`config.mk`:
```
export PLATFORM = sky130hd
export DESIGN_NAME = data_sram_ctrl
export DESIGN_NICKNAME = d
export VERILOG_FILES = /design/src/rtl/data_sram_ctrl_pkg.sv /design/src/rtl/data_sram_ctrl.sv
export SDC_FILE = /design/constraint.sdc
export NUM_CORES = 1
export LEC_CHECK = 0
export CORE_ASPECT_RATIO = 1.25
export CORE_MARGIN = 2
export CORE_UTILIZATION = 55
export CTS_BUF_LIST = sky130_fd_sc_hd__clkbuf_4 sky130_fd_sc_hd__clkbuf_8 sky130_fd_sc_hd__clkbuf_16
export CTS_CLUSTER_DIAMETER = 80
export DETAILED_ROUTE_END_ITERATION = 8
export DONT_BUFFER_PORTS = 1
export PLACE_DENSITY = 0.7
export SYNTH_ARGS = -nofsm -noshare
export SYNTH_HDL_FRONTEND = slang
export SYNTH_SLANG_ARGS = --single-unit
export TNS_END_PERCENT = 10
```
`constraint.sdc`:
```
create_clock -name clk -period 2.49 [get_ports clk]
set_input_delay 0.1245 -clock clk [delete_from_list [all_inputs] [get_ports clk]]
set_output_delay 0.1245 -clock clk [all_outputs]
set_load 0.02 [all_outputs]
```
`src/rtl/data_sram_ctrl_pkg.sv`:
```
// Shared types and constants for the CPU data-memory SRAM controller.
package data_sram_ctrl_pkg;

  // Width of the core-side data bus.
  localparam int REG_BUS_W = 32;
  // Number of byte lanes on the core-side data bus.
  localparam int SEL_W     = 4;
  // Width of the access-phase wait counter.
  localparam int CNT_W     = 4;

  // Access sequencer states.
  typedef enum logic [1:0] {
    SramIdle   = 2'd0,
    SramSetup  = 2'd1,
    SramAccess = 2'd2,
    SramDone   = 2'd3
  } sram_state_e;

endpackage

```
`src/rtl/data_sram_ctrl.sv`:
```
// Data-memory port responder: turns held core requests into a fixed-length
// asynchronous SRAM access and returns a one-cycle ready pulse with the word.
module data_sram_ctrl
  import data_sram_ctrl_pkg::*;
#(
  parameter int ADDR_W      = 20,
  parameter int WAIT_CYCLES = 2
) (
  input  logic                 clk,
  input  logic                 rst,
  input  logic                 ce_i,
  input  logic                 we_i,
  input  logic [REG_BUS_W-1:0] addr_i,
  input  logic [SEL_W-1:0]     sel_i,
  input  logic [REG_BUS_W-1:0] data_i,
  output logic [REG_BUS_W-1:0] data_o,
  output logic                 ready_o,
  output logic [ADDR_W-1:0]    sram_addr_o,
  input  logic [REG_BUS_W-1:0] sram_dq_i,
  output logic [REG_BUS_W-1:0] sram_dq_o,
  output logic                 sram_dq_oe_o,
  output logic                 sram_ce_n_o,
  output logic                 sram_oe_n_o,
  output logic                 sram_we_n_o,
  output logic [SEL_W-1:0]     sram_be_n_o
);

  // Counter reload value; WAIT_CYCLES is expected in 1..15.
  localparam logic [CNT_W-1:0] WAIT_LD = CNT_W'(WAIT_CYCLES);

  sram_state_e      state;
  logic [CNT_W-1:0] cnt;
  logic             we_q;

  // Byte offset and high address bits are dropped: the upper space aliases.
  logic unused_addr_bits;
  assign unused_addr_bits = ^{addr_i[REG_BUS_W-1:ADDR_W+2], addr_i[1:0]};

  // Access sequencer; every SRAM pin is registered and driven from the
  // request copy taken on the IDLE->SETUP edge, never from the core directly.
  always_ff @(posedge clk or negedge rst) begin
    if (!rst) begin
      state        <= SramIdle;
      cnt          <= '0;
      we_q         <= 1'b0;
      data_o       <= '0;
      ready_o      <= 1'b0;
      sram_addr_o  <= '0;
      sram_dq_o    <= '0;
      sram_dq_oe_o <= 1'b0;
      sram_ce_n_o  <= 1'b1;
      sram_oe_n_o  <= 1'b1;
      sram_we_n_o  <= 1'b1;
      sram_be_n_o  <= '1;
    end else if ((state == SramSetup || state == SramAccess) && !ce_i) begin
      // Pipeline flush: release the SRAM without a ready pulse or capture.
      state        <= SramIdle;
      cnt          <= '0;
      ready_o      <= 1'b0;
      sram_dq_oe_o <= 1'b0;
      sram_ce_n_o  <= 1'b1;
      sram_oe_n_o  <= 1'b1;
      sram_we_n_o  <= 1'b1;
      sram_be_n_o  <= '1;
    end else begin
      case (state)
        SramIdle: begin
          ready_o <= 1'b0;
          if (ce_i) begin
            state        <= SramSetup;
            cnt          <= WAIT_LD;
            we_q         <= we_i;
            sram_addr_o  <= addr_i[ADDR_W+1:2];
            sram_dq_o    <= data_i;
            sram_be_n_o  <= ~sel_i;
            sram_ce_n_o  <= 1'b0;
            sram_oe_n_o  <= we_i;
            sram_dq_oe_o <= we_i;
          end
        end
        SramSetup: begin
          // Address, lanes and write data have settled for one cycle.
          state       <= SramAccess;
          sram_we_n_o <= ~we_q;
        end
        SramAccess: begin
          cnt <= cnt - CNT_W'(1);
          if (cnt == CNT_W'(1)) begin
            state       <= SramDone;
            ready_o     <= 1'b1;
            sram_we_n_o <= 1'b1;
            sram_oe_n_o <= 1'b1;
            if (!we_q) begin
              data_o <= sram_dq_i;
            end
          end
        end
        SramDone: begin
          // Core still shows the finished request here; resample it in IDLE.
          state        <= SramIdle;
          ready_o      <= 1'b0;
          sram_dq_oe_o <= 1'b0;
          sram_ce_n_o  <= 1'b1;
          sram_oe_n_o  <= 1'b1;
          sram_we_n_o  <= 1'b1;
          sram_be_n_o  <= '1;
        end
        default: begin
          state <= SramIdle;
        end
      endcase
    end
  end

endmodule

```
# [Word-level counts from Yosys, hierarchy flattened]
# Index checks and enable logic that the tools add are counted.
[word_totals] ff_bits=100 in_bits=104 out_inout_bits=93 elab_cells=63
[classes] add_sub_neg=1 n_eq_ne=6 n_mux=23 bitwise=3 n_reduce_logical=18
[ops] cell="two-way mux 4 bit" n=4
[ops] cell="one-hot mux 4 bit (2 select lines)" n=2
[ops] cell="AND reduction 2 bit" n=5
[ops] cell="nonzero test 3 bit" n=3
[ops] cell="two-way mux 1 bit" n=8
[ops] cell="one-hot mux 2 bit (4 select lines)" n=1
[ops] cell="nonzero test 4 bit" n=2
[ops] cell="two-way mux 2 bit" n=3
[ops] cell="one-hot mux 1 bit (2 select lines)" n=3
[ops] cell="one-hot mux 1 bit (3 select lines)" n=2
[ops] cell="AND reduction 3 bit" n=2
[ops] cell="equality test 2 bit, second input constant" n=2
[ops] cell="equality test 4 x 1 -> 1 bit, second input constant" n=1
[ops] cell="inverter 4 bit" n=1
[ops] cell="AND reduction 4 bit" n=1
[ops] cell="subtractor 4 x 1 -> 4 bit, second input constant" n=1
[ops] cell="!= test 3 x 1 -> 1 bit, second input constant" n=1
[ops] cell="!= test 3 bit, second input constant" n=1
[ops] cell="equality test 2 x 1 -> 1 bit, second input constant" n=1
[ops] cell="zero test 2 bit" n=1
[ops] cell="inverter 1 bit" n=2
[ops] cell="OR reduction 2 bit" n=1
[ops] cell="logical AND 1 bit" n=1
[ops] cell="zero test 1 bit" n=1
[ops] cell="logical OR 1 bit" n=1

# [Depth between registers and ports, before layout]
[depth] depth_word=5 ltp_mapped=8 depth_no_buf=6

# [Worst setup path before layout]
# Ideal clock, no wire load.
[synth_timing] kind="reg2reg" startpoint="register state[0]" endpoint="register data_o[0]" setup_time_ps=125 t_arrival_ps=2025 t_required_ps=2365 slack_ps=340 path_stages_with_launch=8 path_buffers=2 synth_period_minus_slack_ps=2150 path_cell_list="dfrtp_1 inv_1 ha_1 nor2b_1 or4b_4 buf_6 buf_12 mux2_4"
[synth_via] elab_chain_len=5 elab_cells_between_ends=6 cone_classes="2 x eq/ne; 1 x bitwise; 3 x reduce/logical"
[synth_rtl] item="from (decl)" line_no="data_sram_ctrl.sv:31" text="sram_state_e state;"
[synth_rtl] item="from (signal assigned)" line_no="data_sram_ctrl.sv:43" text="state <= SramIdle;"
[synth_rtl] item="from (signal assigned)" line_no="data_sram_ctrl.sv:57" text="state <= SramIdle;"
[synth_rtl] item="from (signal assigned)" line_no="data_sram_ctrl.sv:70" text="state <= SramSetup;"
[synth_rtl] item="equality test 2 x 1 -> 1 bit / equality test 2 bit (equally long branches)" line_no="data_sram_ctrl.sv:55, data_sram_ctrl.sv:66"
[synth_rtl] item="logical OR 1 bit" line_no="data_sram_ctrl.sv:55" text="end else if ((state == SramSetup || state == SramAccess) && !ce_i) begin"
[synth_rtl] item="logical AND 1 bit" line_no="data_sram_ctrl.sv:55"
[synth_rtl] item="inverter 1 bit (no source line)"
[synth_rtl] item="AND reduction 4 bit (no source line) (*)"
[synth_rtl] item="to (signal assigned)" line_no="data_sram_ctrl.sv:94" text="data_o <= sram_dq_i;"
[synth_rtl] item="to (decl)" line_no="data_sram_ctrl.sv:16" text="output logic [REG_BUS_W-1:0] data_o,"
# Every way passes the cells marked *; elsewhere a longest branch is shown, timed or not.
# A chain may end at the register's enable or synchronous reset.

# [Worst setup path in the final report]
[layout_timing] startpoint="register cnt[1]" endpoint="register data_o[4]"
[layout_via] elab_chain_len=2
[layout_rtl] item="from (decl)" line_no="data_sram_ctrl.sv:32" text="logic [CNT_W-1:0] cnt;"
[layout_rtl] item="from (signal assigned)" line_no="data_sram_ctrl.sv:87" text="cnt <= cnt - CNT_W'(1);"
[layout_rtl] item="equality test 4 x 1 -> 1 bit" line_no="data_sram_ctrl.sv:88" text="if (cnt == CNT_W'(1)) begin"
[layout_rtl] item="AND reduction 4 bit (no source line)"
# Every way passes these cells.

==> impl_metrics.toml <==
[global_route]
grt_pass1_wl_mm = 13.0
grt_max_degree = 101
grt_pass1_vias = 2653
antenna_found_initial = 0
grt_usage_pct = 20.8
overflow = 0

[synth]
synth_top_area_cell = "dfrtp_1"
yosysWarnings = 0
yosysSeqAreaShare_pct = 60.8
synth_edf_count = 0
synth_top_family_by_area = "multiplexers"
syn_nets = 377
yosys.area_share.adder_pct = 1.82
synth_cell_types = 31
syn_area_per_cell_um2 = 15.5
async_flop_share_pct = 100
ys.flop_type = "dfrtp_1"
ys_ff_latch = 100
syn_inst = 267
synth_area_leaders = "dfrtp_1 56%, mux2_2 16%, mux2_4 11%"
synth_xor_area_share_pct = 0
synth.top_cell.area_share_pct = 56.3
synth-compound-area-share_pct = 4.45
yosys.area_share.simple_pct = 3.33
netlist_area_um2 = 4130
muxShareOfSynthArea_pct = 26.4
synth_top_cells_by_count = "93 x dfrtp_1, 57 x mux2_2, 30 x mux2_4, 9 x a21oi_1, 8 x o21ai_0"
synth.most_common_cell = "dfrtp_1"

[clock_tree]
clock_path_buffers = 2
clk_pin_slew_ns = 0.09
cts_root_buf = "clkbuf_8"
cts_inserted_buffers = 9
insertion_delay_ns = 0.35
cts_tree = "built"
post_cts.repair.setup_buffers = 0
cts_htree_levels = 3
cts.sink_count = 100

[critical_path]
path_max_fanout = 32
cp-start-kind = "flip-flop"
r2r_start = "cnt[1]"
path_class = "reg -> reg"
worstPathArrival_ns = 2.44
worst_r2r_endpoint = "data_o[4]"
end_kind = "flip-flop"
reg2reg_slack_ns = 0.27
reg2reg_depth = 6
cp.required_ns = 2.72

[finish]
post-route-cell-area_um2 = 5370
fin_nets = 472
antenna_cells = 0
area_delta_synth_final_pct = 29.9
drive_gt1_share_pct = 32.4

[routing]
route.detailed.drc = 0
ant_nets = 0
via_per_inst = 5.41
vias = 2485
drtIter0Drc = 84
drt-total-wl_mm = 8.54
drt_pass1_iterations = 4
drt-wirelength-per-cell_um = 18.6

[timing]
rsz0062_at_grt = "false"
worstMarginPinSlew_ns = 0.474
clock.fmax_mhz = 451
timing.final.crit_share_pct = 89.1
whs_ns = 0.0315
hold_viol = 0
finalMaxSlewViolations = 0
slew_headroom_pct = 68.4
min_period_ns = 2.22
fin_setup_tns_ns = 0
skew_ns = 0.0178
setup_viol = 0

[placed_design]
portBuffers = 0
hpwl_mm = 4.95
gp_congestion = 0.760
placed_area_um2 = 4210

[floorplanning]
start_util_pct = 56.5
fp.dieH_um = 101
die-area_um2 = 8230
fp-row-count = 35
core-area_um2 = 7310
io_pins = 197
die_w_um = 81.5

[power_and_ir_drop]
peakVddDrop_mv = 0.749
p_leak_nw = 2.47
total_power_w = 0.00646
power_density_nw_per_um2 = 1200

[hold_path]
min_to = "cnt[2]"
hold_start = "ce_i"
hold_class = "in -> reg"
hold_depth = 3

[job]
cap_violations = 0

[run_status]
outcome = "complete, no violations"
timing repair:
item                      CTS  global route
gates resized for setup     0             0
hold endpoints to repair  194             0
hold buffers               92             0
registers in the layout (all words and copies together), names as in the netlist:
name          count
cnt               4
we_q              1
state             2
sram_be_n_o       4
data_o           32
sram_dq_oe_o      1
sram_dq_o        32
sram_we_n_o       1
sram_ce_n_o       1
sram_oe_n_o       1
sram_addr_o      20
ready_o           1
worst max-delay path, cell delays in order (launching register included):
cell and delay [ns]:
dfrtp_1 0.40, inv_1 0.10, ha_1 0.14, or3b_1 0.36, or4b_4 0.54, buf_12 0.20
mux2_4 0.32
how the worst max path moves through the flow:
stage	startpoint	end	slack, ns	cells past startpoint
global route	cnt[1]	data_o[29]	0.22	6
finish	cnt[1]	data_o[4]	0.27	6
CTS	cnt[1]	data_o[4]	0.28	6
floorplan	state[0]	data_o[0]	0.34	7
global placement	cnt[1]	data_o[17]	0.32	6
detailed placement	cnt[1]	data_o[4]	0.31	6
power breakdown:
group / switching (W) / internal [W] / leakage [nW] / total (W)
registers: 0.00134 / 0.00235 / 1.24 / 0.00369
clock network: 0.000533 / 0.000593 / 0.107 / 0.00113
logic: 0.000643 / 0.000998 / 1.13 / 0.00164
cells in the final DEF (no fill, tap or decap), types with 6 or more instances in the layout:
master / n
dlygate4sd3_1: 91
nand3_1: 6
inv_1: 7
a21oi_1: 9
clkbuf_8: 9
ha_1: 6
mux2_2: 57
o21ai_0: 8
dfrtp_1: 93
dfstp_2: 7
mux2_4: 30
per-stage QoR:
stage / std cells / util [%] / setup slack, ns
5_1_grt: 459 / 73.4 / 0.220
6_report: 459 / 73.4 / 0.272
3_3_place_gp: 351 / 57.5 / 0.323
3_5_place_dp: 351 / 57.5 / 0.306
4_1_cts: 459 / 73.4 / 0.283
2_1_floorplan: 267 / - / 0.340
per-layer routing:
metal	GRT usage, %	vias to the layer above	part of all wire (%)
met5	0	-	0
met4	8.60	0	1.6
met3	6.45	13	9.2
met2	33.9	128	51
met1	25.5	1216	39
li1	-	1128	-
final cells by class:
class                      count  area, um^2
fill                         453        1950
clock inverter                 5        83.8
sequential                   100        2510
timing repair buffer          97        1000
multi-input combinational    147        1490
inverter                       7        26.3
tap                           92         115
clock buffer                  11         139
logic make-up (layout without fill, tap and decap cells):
kind of cell             count (synthesis)  after routing
AO/OA/AOI/OAI                           29             29
multiplexers                            87             87
adder cells (fa/ha/maj)                  6              6
AND/OR/NAND/NOR                         25             25
flip-flops                             100            100
buffers and inverters                   20            120
Note: power is estimated with default switching activity, not from simulation.
